`src/rtl/counter_mon_pkg.sv`:
```
`default_nettype none
// ============================================================================
// Module      : counter_mon_pkg
// Description : Shared types and constants for the counter sequence monitor:
//               monitor state encoding, direction encoding, default widths.
// Revision    : 1.0 - initial release
// ============================================================================
package counter_mon_pkg;

  typedef enum logic [1:0] {
    UNSYNC = 2'd0,
    SYNC   = 2'd1,
    LOCKED = 2'd2,
    FAULT  = 2'd3
  } mon_state_e;

  localparam logic DIR_UP   = 1'b0;
  localparam logic DIR_DOWN = 1'b1;

  localparam int DEF_WIDTH  = 4;
  localparam int DEF_WRAP_W = 8;

endpackage
`default_nettype wire

```
`src/rtl/counter_seq_predict.sv`:
```
`default_nettype none
// ============================================================================
// Module      : counter_seq_predict
// Description : Combinational next-value predictor for an up/down counter.
//               Given the previously observed count/tc and the registered
//               enable/mode, produces the expected count, expected tc and
//               whether the step is a wrap.
// Ports       : prev_i     - previously observed count
//               prev_tc_i  - previously observed terminal count
//               step_i     - counter advanced on this edge
//               dir_i      - 0 up, 1 down
//               exp_o      - expected count
//               exp_tc_o   - expected terminal count
//               wrap_o     - this step wraps around the count range
// Revision    : 1.0 - initial release
// ============================================================================
module counter_seq_predict
  import counter_mon_pkg::*;
#(
  parameter int WIDTH = DEF_WIDTH
) (
  input  logic [WIDTH-1:0] prev_i,
  input  logic             prev_tc_i,
  input  logic             step_i,
  input  logic             dir_i,
  output logic [WIDTH-1:0] exp_o,
  output logic             exp_tc_o,
  output logic             wrap_o
);

  localparam logic [WIDTH-1:0] ONE = WIDTH'(1);

  always_comb begin
    // A disabled counter holds both its value and its tc flag.
    exp_o    = prev_i;
    exp_tc_o = prev_tc_i;
    wrap_o   = 1'b0;
    if (step_i) begin
      if (dir_i == DIR_UP) begin
        exp_o  = prev_i + ONE;
        wrap_o = &prev_i;
      end else begin
        exp_o  = prev_i - ONE;
        wrap_o = ~|prev_i;
      end
      exp_tc_o = wrap_o;
    end
  end

endmodule
`default_nettype wire

```
`src/rtl/counter_seq_monitor.sv`:
```
`default_nettype none
// ============================================================================
// Module      : counter_seq_monitor
// Description : Sequence checker for an up/down counter. Locks onto the
//               observed count after SYNC_LEN consistent steps, then flags
//               count (seq_err_o) and terminal-count (tc_err_o) violations and
//               counts wraps seen while locked (saturating).
// Ports       : clk, rst      - clock, synchronous active-high reset
//               step_i, dir_i - registered counter enable / mode
//               count_i, tc_i - observed counter value / terminal count
//               clr_err_i     - clear sticky error, FAULT -> UNSYNC
//               locked_o      - monitor is locked
//               seq_err_o     - one-cycle count-mismatch pulse
//               tc_err_o      - one-cycle tc-mismatch pulse
//               err_sticky_o  - any error since last clear
//               wrap_cnt_o    - saturating count of wraps while locked
// Config      : COUNTER_MON_HOLD_CHECK_EN - when defined, step_i=0 cycles are
//               also checked while locked (count and tc must hold).
// Revision    : 1.0 - initial release
// ============================================================================
module counter_seq_monitor
  import counter_mon_pkg::*;
#(
  parameter int WIDTH    = DEF_WIDTH,
  parameter int WRAP_W   = DEF_WRAP_W,
  parameter int SYNC_LEN = 2
) (
  input  logic              clk,
  input  logic              rst,
  input  logic              step_i,
  input  logic              dir_i,
  input  logic [WIDTH-1:0]  count_i,
  input  logic              tc_i,
  input  logic              clr_err_i,
  output logic              locked_o,
  output logic              seq_err_o,
  output logic              tc_err_o,
  output logic              err_sticky_o,
  output logic [WRAP_W-1:0] wrap_cnt_o
);

  localparam int CNT_W = $clog2(SYNC_LEN + 1);
  localparam logic [CNT_W-1:0] SYNC_LEN_C = CNT_W'(SYNC_LEN);

  mon_state_e        state_q;
  logic [WIDTH-1:0]  prev_q;
  logic              prev_tc_q;
  logic [CNT_W-1:0]  good_q;
  logic              locked_q;
  logic              seq_err_q;
  logic              tc_err_q;
  logic              err_sticky_q;
  logic [WRAP_W-1:0] wrap_q;

  logic [WIDTH-1:0]  exp_cnt;
  logic              exp_tc;
  logic              wrap;
  logic              cnt_match;
  logic              tc_match;
  logic              chk_en;
  logic [CNT_W-1:0]  good_d;

  counter_seq_predict #(
    .WIDTH (WIDTH)
  ) u_predict (
    .prev_i    (prev_q),
    .prev_tc_i (prev_tc_q),
    .step_i    (step_i),
    .dir_i     (dir_i),
    .exp_o     (exp_cnt),
    .exp_tc_o  (exp_tc),
    .wrap_o    (wrap)
  );

  assign cnt_match = (count_i == exp_cnt);
  assign tc_match  = (tc_i == exp_tc);
  assign good_d    = good_q + CNT_W'(1);

`ifdef COUNTER_MON_HOLD_CHECK_EN
  assign chk_en = 1'b1;
`else
  assign chk_en = step_i;
`endif

  always_ff @(posedge clk) begin
    if (rst) begin
      state_q      <= UNSYNC;
      prev_q       <= '0;
      prev_tc_q    <= 1'b0;
      good_q       <= '0;
      locked_q     <= 1'b0;
      seq_err_q    <= 1'b0;
      tc_err_q     <= 1'b0;
      err_sticky_q <= 1'b0;
      wrap_q       <= '0;
    end else begin
      seq_err_q <= 1'b0;
      tc_err_q  <= 1'b0;
      prev_tc_q <= tc_i;
      // The last good reference is kept while faulted.
      if (state_q != FAULT) prev_q <= count_i;
      // A new error later in this block overrides the clear.
      if (clr_err_i) err_sticky_q <= 1'b0;

      case (state_q)
        UNSYNC: begin
          good_q  <= '0;
          state_q <= SYNC;
        end
        SYNC: begin
          if (step_i) begin
            if (cnt_match && tc_match) begin
              good_q <= good_d;
              if (good_d == SYNC_LEN_C) begin
                state_q  <= LOCKED;
                locked_q <= 1'b1;
              end
            end else begin
              good_q <= '0;
            end
          end
        end
        LOCKED: begin
          if (chk_en && !(cnt_match && tc_match)) begin
            seq_err_q    <= !cnt_match;
            tc_err_q     <= !tc_match;
            err_sticky_q <= 1'b1;
            locked_q     <= 1'b0;
            state_q      <= FAULT;
          end else if (step_i && wrap && !(&wrap_q)) begin
            wrap_q <= wrap_q + WRAP_W'(1);
          end
        end
        FAULT: begin
          if (clr_err_i) state_q <= UNSYNC;
        end
        default: state_q <= UNSYNC;
      endcase
    end
  end

  assign locked_o     = locked_q;
  assign seq_err_o    = seq_err_q;
  assign tc_err_o     = tc_err_q;
  assign err_sticky_o = err_sticky_q;
  assign wrap_cnt_o   = wrap_q;

endmodule
`default_nettype wire
```
`config.mk`:
```
export PLATFORM = sky130hd
export DESIGN_NAME = counter_seq_monitor
export DESIGN_NICKNAME = d
export VERILOG_FILES = /design/src/rtl/counter_mon_pkg.sv /design/src/rtl/counter_seq_predict.sv /design/src/rtl/counter_seq_monitor.sv
export SDC_FILE = /design/constraint.sdc
export NUM_CORES = 1
export LEC_CHECK = 0
export ABC_AREA = 1
export BUFFER_PORTS_ARGS = -buffer_cell sky130_fd_sc_hd__buf_2
export CAP_MARGIN = 10
export CORE_MARGIN = 4
export CORE_UTILIZATION = 30
export DETAILED_ROUTE_END_ITERATION = 8
export GPL_ROUTABILITY_DRIVEN = 1
export GPL_TIMING_DRIVEN = 0
export MAX_ROUTING_LAYER = met4
export SKIP_LAST_GASP = 1
export SLEW_MARGIN = 10
export SYNTH_ARGS = -nofsm -noshare
export SYNTH_HDL_FRONTEND = slang
export SYNTH_SLANG_ARGS = --single-unit
```
`constraint.sdc`:
```
create_clock -name clk -period 2.8 [get_ports clk]
set_input_delay 0.56 -clock clk [delete_from_list [all_inputs] [get_ports clk]]
set_output_delay 0.56 -clock clk [all_outputs]
set_load 0.01 [all_outputs]
```
; ---- Word-level counts from Yosys, hierarchy flattened
; Cells that the tools add are included.
; Widths: inputs -> output; s select.
[word_totals]
out_inout_bits = 12
word_cells = 69
ff_bits = 21
inputBits = 10
[classes]
bitwise_logic = 2
n_mux = 22
reduce_logical = 20
n_eq_ne = 12
addsub = 4
[ops]
columns = operator, n
row1 = $mux 2, 7
row2 = $ne 2x2->1 const B, 6
row3 = $mux 1, 10
row4 = $reduce_and 5->1, 2
row5 = $add 8x1->8 const B, 1
row6 = $mux 4, 2
row7 = $pmux 2 s4, 1
row8 = $reduce_and 8->1, 1
row9 = $eq 2x2->1 const B, 3
row10 = $logic_not 1->1, 5
row11 = $add 4x1->4 const B, 1
row12 = $eq 4x4->1, 1
row13 = $logic_and 1x1->1, 4
row14 = $pmux 2 s2, 1
row15 = $reduce_and 4->1, 1
row16 = $reduce_bool 2->1, 2
row17 = $reduce_or 4->1, 1
row18 = $sub 4x1->4 const B, 1
row19 = $reduce_and 3->1, 1
row20 = $reduce_or 3->1, 1
row21 = $add 2x1->2 const B, 1
row22 = $eq 2x1->1 const B, 1
row23 = $logic_not 2->1, 1
row24 = $not 1->1, 2
row25 = other kinds (3), 3

; ---- Depth between registers and ports, before layout
; Gate-level depths: netlist (run 1).
[logic_depth]
depth_word = 10
ltp_mapped = 17
depth_no_buf = 17

; ---- Modules after synthesis
; Synthesis (run 1) repeated with hierarchy kept, for this count alone.
[unflattened]
cells_unflattened = 197
hier_area_um2 = 1306.3
[modules_own_cells]
columns = mod, seq_area_each_um2, area_each_um2, cells_per_inst, instances
row1 = counter_seq_monitor, 420.4, 1103.6, 158, 1
row2 = counter_seq_predict, 0.0, 202.7, 39, 1

; ---- Worst setup path before layout (run 1)
; OpenSTA, ideal clock, no wires.
[synth_timing]
path_kind = input to register
startpoint = in dir_i
endpoint = reg locked_q, in the netlist locked_o
setup_time_ns = 0.132
required_time_ns = 2.668
slack_ns = 0.632
arrival_time_ns = 2.035
path_stages = 15
path_buffers = 0
cell_sequence = inv_1 -> fa_1 -> inv_1 -> nand2_2 -> nand3_2 -> nand2_1 -> nor2_1 -> nand3_1 -> clkinv_1 -> nand4_2 -> nand2_2 -> nor2_1 -> nand3_1 -> nand2_1 -> a21oi_1
[synth_via]
elab_chain_len = 8
elab_cells_between_ends = 12
classes_between = eq/ne: 4 / mux: 4 / reduce/logical: 4
[synth_lines]
columns = item, line
row1 = start: declaration, counter_seq_monitor.sv:31  ; input logic dir_i,
row2 = $mux 4 or $mux 1 (tied branches), counter_seq_predict.sv:39  ; if (dir_i == DIR_UP) begin
row3 = $mux 4 or $mux 1 (tied branches), counter_seq_predict.sv:38  ; if (step_i) begin
row4 = $eq 4x4->1 or $eq 1x1->1 (tied branches), "counter_seq_monitor.sv:75, counter_seq_monitor.sv:76"
row5 = $logic_and 1x1->1 (*), "counter_seq_monitor.sv:112, counter_seq_monitor.sv:124"
row6 = $logic_not 1->1, counter_seq_monitor.sv:124  ; if (chk_en && !(cnt_match && tc_match)) begin
row7 = $logic_and 1x1->1, counter_seq_monitor.sv:124
row8 = $ne 2x2->1 (no source line), -
row9 = $reduce_and 5->1 (no source line) (*), -
row10 = end signal: assignment, counter_seq_monitor.sv:91  ; locked_q <= 1'b0;
row11 = end signal: assignment, counter_seq_monitor.sv:116  ; locked_q <= 1'b1;
row12 = end signal: assignment, counter_seq_monitor.sv:128  ; locked_q <= 1'b0;
row13 = end: declaration, counter_seq_monitor.sv:49  ; logic locked_q;
; Every way passes the cells marked *; elsewhere a longest branch is shown, timed or not.
; A chain may end at the register's enable or synchronous reset.

; ---- Worst setup path after layout (run 1)
; Same ends and word-level chain as after synthesis.

==> results of run 1 <==
==> Yosys cell counts, drive strengths merged <==
library cell	instances	area, um^2
a211oi	1	7.51
a21oi	12	60.1
a31oi	1	21.3
buf	1	11.3
clkbuf	2	7.51
clkinv	2	7.51
dfxtp	21	420
fa	1	20.0
ha	8	100
inv	32	120
nand2	57	226
nand3	28	158
nand3b	1	7.51
nand4	4	31.3
nor2	23	88.8
nor3	2	10.0
o21ai	9	52.6
o22ai	1	6.26
or2	1	6.26
xnor2	1	8.76
xor2	4	35.0
==> worst paths after layout <==
path	cells past startpoint	to	slack (ps)
worst max-delay path	16	locked_o	500
worst min-delay path	2	err_sticky_o	450
worst max register to register	15	locked_o	520
worst min register to register	2	err_sticky_o	450
==> cell families after synthesis <==
group | count (synthesis) | share of synthesized area
and+or+nand+nor | 116 | 0.375
buffers and inverters | 37 | 0.104
AOI/OAI and AO/OA | 24 | 0.105
DFF | 21 | 0.299
adders and majority gates | 9 | 0.0854
xor gates and xnor gates | 5 | 0.0311
==> per-stage QoR <==
step	hold WS, ps	util	total power (uW)
floorplan	444	-	605
global placement	436	0.355	672
detailed placement	439	0.355	674
CTS	454	0.365	882
global route	474	0.365	970
finish	449	0.365	867
==> power groups by stage <==
| stage | Clock, uW | Combinational, uW | Sequential [uW] |
|---|---|---|---|
| 5_1_grt | 234 | 381 | 355 |
| 3_5_place_dp | 0 | 317 | 357 |
| 3_3_place_gp | 0 | 316 | 356 |
| 4_1_cts | 213 | 319 | 349 |
| 2_1_floorplan | 0 | 251 | 354 |
| 6_report | 199 | 319 | 349 |
==> sequential cells by signal, summed over array words and instances (netlist names) <==
signal and flops:
err_sticky_o 1, good_q 2, locked_o 1, prev_q 4, prev_tc_q 1, seq_err_o 1, state_q 2, tc_err_o 1
wrap_cnt_o 8
==> final cells by class <==
cell class                 instances  area (um^2)  share of cell area
multi-input combinational        154          840               0.517
buffer                             3         18.8              0.0116
inverter                          34          128              0.0786
sequential                        21          420               0.259
clock inverter                     1         5.00             0.00308
tap                               52         65.1              0.0401
clock buffer                       3         41.3              0.0254
timing repair buffer              21          105              0.0648
==> worst max-delay path, cell delays in order <==
cell	delay, ps
buf_2	130
inv_1	90
fa_1	570
inv_1	60
nand2_2	50
nand3_2	60
nand2_1	60
nor2_1	50
nand3_1	90
clkinv_1	100
nand4_2	80
nand2_2	90
nor2_1	190
nand3_1	100
nand2_1	70
a21oi_1	60
==> metal layers <==
layer  track usage  vias to the layer above
li1              -                      725
met4        0.0507                        0
met3        0.0272                        7
met2         0.178                       18
met5             -                        -
met1         0.142                      578
==> flow_metrics.env, run 1 <==
export IMPL_start_util=0.316
export IMPL_period_minus_slack_ps=2300
export IMPL_drv_cap=0
export IMPL_grt_pass1_vias=1245
export IMPL_overflow=0
export IMPL_cts_tree="built"
export IMPL_worstSetupPathType="in -> reg"
export IMPL_fmax_ghz=0.435
export IMPL_htree_levels=1
export IMPL_holdCritPathClass="reg -> reg"
export IMPL_ys_seq_area_frac=0.299
export IMPL_fin_skew_ps=2.55
export IMPL_initialDrtViolationCount=55
export IMPL_place_hpwl_mm=2.34
export IMPL_ios=22
export IMPL_hold_viol=0
export IMPL_cts_buffers_inserted=3
export IMPL_arrival_ps=2420
export IMPL_rsz0062_at_grt="false"
export IMPL_cts_sinks=21
export IMPL_fin_cells=289
export IMPL_highest_layer="met4"
export IMPL_cp_max_fo=5
export IMPL_drt_pre_antenna_iters=4
export IMPL_layout_drive_gt1_share=0.173
export IMPL_clk_latency_ps=260
export IMPL_area_growth_pct=15.4
export IMPL_grt_max_degree=13
export IMPL_place_ws_ps=228
export IMPL_p_int_uw=536
export IMPL_power_leakage_uw=0.000805
export IMPL_dpl_cell_area_um2=1580
export IMPL_syn_nets=231
export IMPL_wire_per_inst_um=10.3
export IMPL_r2r_start="prev_q[0]"
export IMPL_cp_data_required_time_ps=2920
export IMPL_p_seq_frac=0.402
export IMPL_core_area_um2=4440
export IMPL_m1WireLength_mm=1.53
export IMPL_layout_common_cells="52 x nand2_1, 29 x inv_1, 26 x nand3_1, 22 x nor2_1"
export IMPL_dpl_cell_count=285
export IMPL_slew_viol_final=0
export IMPL_cts_resized=0
export IMPL_drtAntennaViolNets=0
export IMPL_yosys_warnings=0
export IMPL_layout_nets=257
export IMPL_synth_distinct_cells=28
export IMPL_p_clk_frac=0.230
export IMPL_die_x_um=76.5
export IMPL_fin_tns_setup_ps=0
export IMPL_antenna_cells=0
export IMPL_synth_seq_cells=21
export IMPL_die_h_um=76.5
export IMPL_synth_area_um2=1410
export IMPL_drc=0
export IMPL_power_density_nw_per_um2=534
export IMPL_rows=24
export IMPL_fill_cells=494
export IMPL_clk_pin_slew_ps=80
export IMPL_peakVddDrop_v=0.000203
export IMPL_post_cts_setup_buffers=0
export IMPL_cp_end_kind="flip-flop"
export IMPL_setup_slack_ps=502
export IMPL_synth_cells=212
export IMPL_syn_avg_cell_area_um2=6.63
export IMPL_crit_start="dir_i"
export IMPL_status="finished clean"
export IMPL_port_buffers=21
export IMPL_switching_power_uw=331
export IMPL_vias_per_cell=4.60
export IMPL_antenna_found_initial=0
export IMPL_dr_wl_met2_mm=1.29
export IMPL_hp_start="err_sticky_o"
export IMPL_routed_wl_mm=2.98
export IMPL_final_common_cell="nand2_1"
export IMPL_cts_buffer_depth=2
export IMPL_grt_usage=0.115
export IMPL_setup_viol=0
export IMPL_holdBufCountCts=0
export IMPL_relSlewSlack=0.625
export IMPL_grt_pass1_wl_mm=5.45
export IMPL_critPathLaunchType="input pin"
export IMPL_wl_met3_um=88
export IMPL_gp_congestion=0.853
export IMPL_period_share=0.821
export IMPL_clock_root_buffer="clkbuf_8"
export IMPL_vias=1328
export IMPL_p_sw_frac=0.381
export IMPL_worst_pin_slew_ps=563
export IMPL_die_area_um2=5850
export IMPL_combinationalPowerShare=0.368
export IMPL_design_area_um2=1620
Power figures use the tool's default switching activity.
==> inputs of run 2 (changes only) <==
- ABC_AREA: 1 -> 0
- clock period: 2.8 -> 1.94 ns (I/O delays scaled with it)
==> flow_metrics.env, run 2 <==
export IMPL_cts_sinks=21
export IMPL_place_hpwl_mm=2.20
export IMPL_clk_pin_slew_ps=80
export IMPL_cts_buffers_inserted=3
export IMPL_fmax_ghz=0.386
export IMPL_grt_pass1_wl_mm=5.41
export IMPL_grt_max_degree=12
export IMPL_m1WireLength_mm=1.53
export IMPL_routed_wl_mm=3.10
export IMPL_multi_input_area_um2=850
export IMPL_synth_cells=149
export IMPL_synth_area_top_cells="dfxtp_1 32%, ha_1 7.6%, mux2i_1 5.4%"
export IMPL_ys_flop_type="dfxtp_1"
export IMPL_holdBufCountCts=0
export IMPL_period_minus_slack_ps=2590
export IMPL_final_common_cell="buf_2"
export IMPL_synth_area_um2=1310
export IMPL_die_x_um=74.1
export IMPL_async_flop_share=0
export IMPL_dr_wl_met2_mm=1.41
export IMPL_design_area_um2=1600
export IMPL_yosysTopAreaCell="dfxtp_1"
export IMPL_regToRegEndpoint="wrap_cnt_o[2]"
export IMPL_hold_viol=0
export IMPL_peakVddDrop_v=0.000220
export IMPL_arrival_ps=2790
export IMPL_die_area_um2=5480
export IMPL_die_h_um=74.1
export IMPL_highest_layer="met4"
export IMPL_power_uw=1190
export IMPL_grt_usage=0.129
export IMPL_layout_common_cells="21 x buf_2, 19 x dfxtp_1, 13 x a21oi_1, 10 x inv_1"
export IMPL_start_util=0.318
export IMPL_antenna_found_initial=0
export IMPL_r2r_start="prev_q[0]"
export IMPL_worst_pin_slew_ps=698
export IMPL_cts_buffer_depth=2
export IMPL_grt_pass1_vias=1150
export IMPL_vias=1189
export IMPL_period_share=1.34
export IMPL_critPathLaunchType="flip-flop"
export IMPL_register_area_um2=428
export IMPL_ios=22
export IMPL_dpl_cell_area_um2=1500
export IMPL_vias_per_cell=5.19
export IMPL_drc=0
export IMPL_relSlewSlack=0.530
export IMPL_overflow=0
export IMPL_fill_cells=434
export IMPL_area_growth_pct=22.4
export IMPL_wire_per_inst_um=13.5
export IMPL_r2r_slack_ps=-650
export IMPL_layout_drive_gt1_share=0.235
export IMPL_clock_root_buffer="clkbuf_8"
export IMPL_syn_avg_cell_area_um2=8.78
export IMPL_drtAntennaViolNets=0
export IMPL_cp_data_required_time_ps=2140
export IMPL_holdCritPathClass="in -> reg"
export IMPL_power_density_nw_per_um2=741
export IMPL_cp_end_kind="flip-flop"
export IMPL_drt_pre_antenna_iters=4
export IMPL_gp_congestion=0.781
export IMPL_yosysMostFrequentCell="dfxtp_1"
export IMPL_synth_seq_cells=21
export IMPL_cts_tree="built"
export IMPL_ys_seq_area_frac=0.321
export IMPL_largest_register_ffs=8
export IMPL_wl_met3_um=104
export IMPL_status="finished, violations left"
export IMPL_setup_viol=15
export IMPL_worstSetupEndpoint="wrap_cnt_o[2]"
export IMPL_rr_worst_depth=9
export IMPL_failed_checks="setup timing"
export IMPL_synth_distinct_cells=41
export IMPL_layout_nets=199
export IMPL_synth_edff_count=0
export IMPL_synth_top_cell_area_share=0.321
export IMPL_setup_slack_ps=-652
export IMPL_initialDrtViolationCount=70
export IMPL_slew_viol_final=0
export IMPL_rows=23
export IMPL_netlist_top_cells_count="21 x dfxtp_1, 13 x a21oi_1, 12 x inv_1"
export IMPL_port_buffers=21
export IMPL_rsz0062_at_grt="true"
export IMPL_syn_nets=168
export IMPL_core_area_um2=4120
export IMPL_fin_skew_ps=1.93
export IMPL_cp_max_fo=5
export IMPL_crit_start="prev_q[0]"
export IMPL_worstSetupPathType="reg -> reg"
export IMPL_power_leakage_uw=0.000637
export IMPL_yosys_warnings=0
export IMPL_antenna_cells=0
export IMPL_clk_latency_ps=260
export IMPL_drv_cap=0
export IMPL_htree_levels=1
[run 2: cell types whose count changed after synthesis, moves of 5 or more]
cell	change
nand3_1	-18
or4_1	+5
nor2_1	-15
nor2b_1	+5
nand2_2	-5
o31ai_1	+5
inv_1	-17
nand2_1	-44
mux2i_1	+7
[run 2: kinds of logic after synthesis]
| group | after synthesis | share of synthesized area |
|---|---|---|
| AO/OA/AOI/OAI | 34 | 0.189 |
| XOR/XNOR | 8 | 0.0535 |
| adder cells (fa/ha/maj) | 9 | 0.0918 |
| buffers and inverters | 19 | 0.0545 |
| flip-flops | 21 | 0.321 |
| multiplexers | 8 | 0.0621 |
| AND/OR/NAND/NOR | 50 | 0.228 |
[run 2: where the power goes]
| group | leakage (uW) | total (uW) | switching, uW | internal, uW |
|---|---|---|---|---|
| clock network | 0.0000228 | 297 | 150 | 147 |
| logic | 0.000442 | 402 | 226 | 176 |
| registers | 0.000172 | 488 | 26.2 | 462 |
| total | 0.000637 | 1190 | 403 | 784 |
[run 2: how the worst min path moves through the flow]
stage / from / endpoint / slack [ps] / cells past startpoint
final: count_i[0] / prev_q[0] / 380 / 3
after global routing: count_i[3] / prev_q[3] / 410 / 3
after CTS: count_i[0] / prev_q[0] / 380 / 3
after detailed placement: good_q[1] / good_q[1] / 450 / 2
after global placement: good_q[1] / good_q[1] / 450 / 2
after floorplan: good_q[1] / good_q[1] / 440 / 2
[run 2: final cells by class]
type,instances,area share
Multi-Input combinational cell,110,0.530
Sequential cell,21,0.267
Timing Repair Buffer,25,0.0844
Tap cell,50,0.0391
Clock buffer,4,0.0281
Inverter,12,0.0281
Buffer,7,0.0227
[run 2: stage by stage]
stage / hold slack (ps) / TNS, ps / instances / setup WS (ps) / util
floorplan: 436 / -6760 / 149 / -565 / -
global placement: 448 / -12470 / 220 / -943 / 0.363
detailed placement: 448 / -12650 / 220 / -946 / 0.363
CTS: 384 / -7610 / 229 / -635 / 0.388
global route: 407 / -9920 / 229 / -778 / 0.389
finish: 383 / -7930 / 229 / -652 / 0.389
[run 2: metal layers]
metal  global-route usage  vias to the layer above
met2                0.203                       19
met4               0.0423                        0
met1                0.171                      565
met5                    -                        -
li1                     -                      600
met3               0.0176                        5
[run 2: worst max-delay path, stage by stage (launching register included)]
cell and delay [ps]:
dfxtp_4 360, inv_2 40, fa_1 510, xor2_1 140
nand3_1 140, a2111oi_4 320, buf_4 210, nand4_4 140
or4_1 540, a21oi_1 130
[run 2: what timing repair did]
item	in CTS	in global routing
setup endpoints to repair	15	15
setup buffers	4	0
hold endpoints to repair	0	0
cloned	1	0
resized for setup	4	1
pin swaps	8	0
==> inputs of run 3 (changes only) <==
- GPL_TIMING_DRIVEN: 0 -> default
==> flow_metrics.env, run 3 (same netlist as run 2, synthesis figures left out) <==
export IMPL_layout_common_cells="27 x buf_4, 21 x buf_2, 19 x dfxtp_1, 12 x a21oi_1, 10 x inv_1"
export IMPL_peakVddDrop_v=0.000369
export IMPL_place_hpwl_mm=2.33
export IMPL_core_area_um2=4120
export IMPL_wire_per_inst_um=13.2
export IMPL_rr_worst_depth=10
export IMPL_die_h_um=74.1
export IMPL_cts_buffer_depth=2
export IMPL_worstSetupEndpoint="wrap_cnt_o[7]"
export IMPL_failed_checks="setup timing"
export IMPL_drt_pre_antenna_iters=4
export IMPL_cp_buffers_inverters=3
export IMPL_holdCritPathClass="in -> reg"
export IMPL_power_uw=1280
export IMPL_die_x_um=74.1
export IMPL_critPathMaxStageDelay_ps=530
export IMPL_final_common_cell="buf_4"
export IMPL_clk_latency_ps=270
export IMPL_period_minus_slack_ps=2570
export IMPL_crit_start="prev_q[0]"
export IMPL_slowest_stage="fa_1"
export IMPL_power_leakage_uw=0.000771
export IMPL_p_sw_frac=0.336
export IMPL_worstSetupPathType="reg -> reg"
export IMPL_p_clk_frac=0.236
export IMPL_gp_congestion=0.792
export IMPL_grt_max_degree=22
export IMPL_antenna_found_initial=0
export IMPL_cts_buffers_inserted=3
export IMPL_layout_drive_gt1_share=0.372
export IMPL_ios=22
export IMPL_clock_root_buffer="clkbuf_8"
export IMPL_overflow=0
export IMPL_cp_max_fo=3
export IMPL_fin_skew_ps=2.17
export IMPL_routed_wl_mm=3.28
export IMPL_port_buffers=21
export IMPL_fmax_ghz=0.389
export IMPL_vias_per_cell=5.03
export IMPL_drtAntennaViolNets=0
export IMPL_status="finished, violations left"
export IMPL_grt_pass1_wl_mm=5.50
export IMPL_layout_nets=219
export IMPL_cts_sinks=21
export IMPL_vias=1252
export IMPL_power_density_nw_per_um2=701
export IMPL_r2r_slack_ps=-630
export IMPL_die_area_um2=5480
export IMPL_setup_slack_ps=-632
export IMPL_grt_pass1_vias=1201
export IMPL_holdWs_ps=375
export IMPL_grt_usage=0.133
export IMPL_dpl_cell_count=240
export IMPL_relSlewSlack=0.672
export IMPL_p_seq_frac=0.380
export IMPL_p_int_uw=847
export IMPL_cpMostUsedCell="and4_1"
export IMPL_cp_num_cells=10
export IMPL_worstPathCellList="inv_2 > fa_1 > xor2_1 > nand3_1 > a2111oi_4 > buf_4 > buf_6 > and4_1 > and4_1 > mux2_4"
export IMPL_switching_power_uw=429
export IMPL_critPathTopFamily="adder cells"
export IMPL_rsz0062_at_grt="true"
export IMPL_clk_pin_slew_ps=80
export IMPL_slew_viol_final=0
export IMPL_combinationalPowerShare=0.383
export IMPL_cts_tree="built"
export IMPL_period_share=1.33
export IMPL_start_util=0.318
export IMPL_critPathLaunchType="flip-flop"
export IMPL_regToRegEndpoint="wrap_cnt_o[7]"
export IMPL_fill_cells=406
export IMPL_largest_register_ffs=8
export IMPL_hold_viol=0
export IMPL_cp_data_required_time_ps=2100
export IMPL_rows=23
export IMPL_area_growth_pct=39.1
export IMPL_setup_viol=15
export IMPL_worst_pin_slew_ps=488
export IMPL_drv_cap=0
export IMPL_antenna_cells=0
export IMPL_initialDrtViolationCount=55
export IMPL_drc=0
export IMPL_arrival_ps=2730
export IMPL_cp_end_kind="flip-flop"
export IMPL_r2r_start="prev_q[0]"
export IMPL_fin_cells=249
export IMPL_holdBufCountCts=0
export IMPL_htree_levels=1
==> run 3: worst register-to-register path, cell delays in order, from the launching register on <==
cell       delay (ps)
dfxtp_2           340
inv_2              40
fa_1              530
xor2_1            160
nand3_1           130
a2111oi_4         290
buf_4             200
buf_6             100
and4_1            180
and4_1            200
mux2_4            300
==> run 3: layout make-up <==
cell class	instances	area [um^2]	area share
sequential	21	425	0.234
timing repair buffer	52	353	0.194
clock inverter	1	5.00	0.00275
multi-input combinational	110	888	0.488
inverter	12	45.0	0.0247
tap	50	62.6	0.0344
clock buffer	3	41.3	0.0227
==> run 3: power by group through the flow <==
stage          combinational (uW)  clock, uW  sequential [uW]
3_3_place_gp                  409          0              495
6_report                      489        302              485
2_1_floorplan                 281          0              499
3_5_place_dp                  419          0              496
5_1_grt                       531        327              490
4_1_cts                       476        312              486
==> run 3: stage by stage <==
stage | setup TNS, ps | setup WS (ps) | utilization | cell area (um^2)
floorplan | -6760 | -565 | - | 1330
detailed placement | -10990 | -851 | 0.405 | 1670
CTS | -7740 | -606 | 0.438 | 1800
global placement | -9970 | -772 | 0.405 | 1670
finish | -8100 | -632 | 0.442 | 1820
global route | -9420 | -710 | 0.442 | 1820
==> run 3: worst min-delay path by stage <==
stage,from,end,slack [ps],depth (start not counted)
6_report,count_i[0],prev_q[0],370,3
3_3_place_gp,err_sticky_o,err_sticky_o,450,2
4_1_cts,count_i[0],prev_q[0],370,3
5_1_grt,count_i[0],prev_q[0],390,3
3_5_place_dp,good_q[1],good_q[1],450,2
2_1_floorplan,good_q[1],good_q[1],440,2
==> run 3: what timing repair did <==
item	4_1_cts	5_1_grt
pin swaps	9	1
gates cloned	1	0
gates resized for setup	9	5
buffers inserted	5	0
setup endpoints to repair	15	16
endpoints found under the hold margin	0	0
==> run 3: metal layers <==
metal | up-vias | share of wire | GRT usage
met3 | 4 | 0.042 | 0.0257
met2 | 21 | 0.48 | 0.229
met4 | 0 | 0.012 | 0.0302
met5 | - | 0 | -
met1 | 588 | 0.46 | 0.160
li1 | 639 | - | -
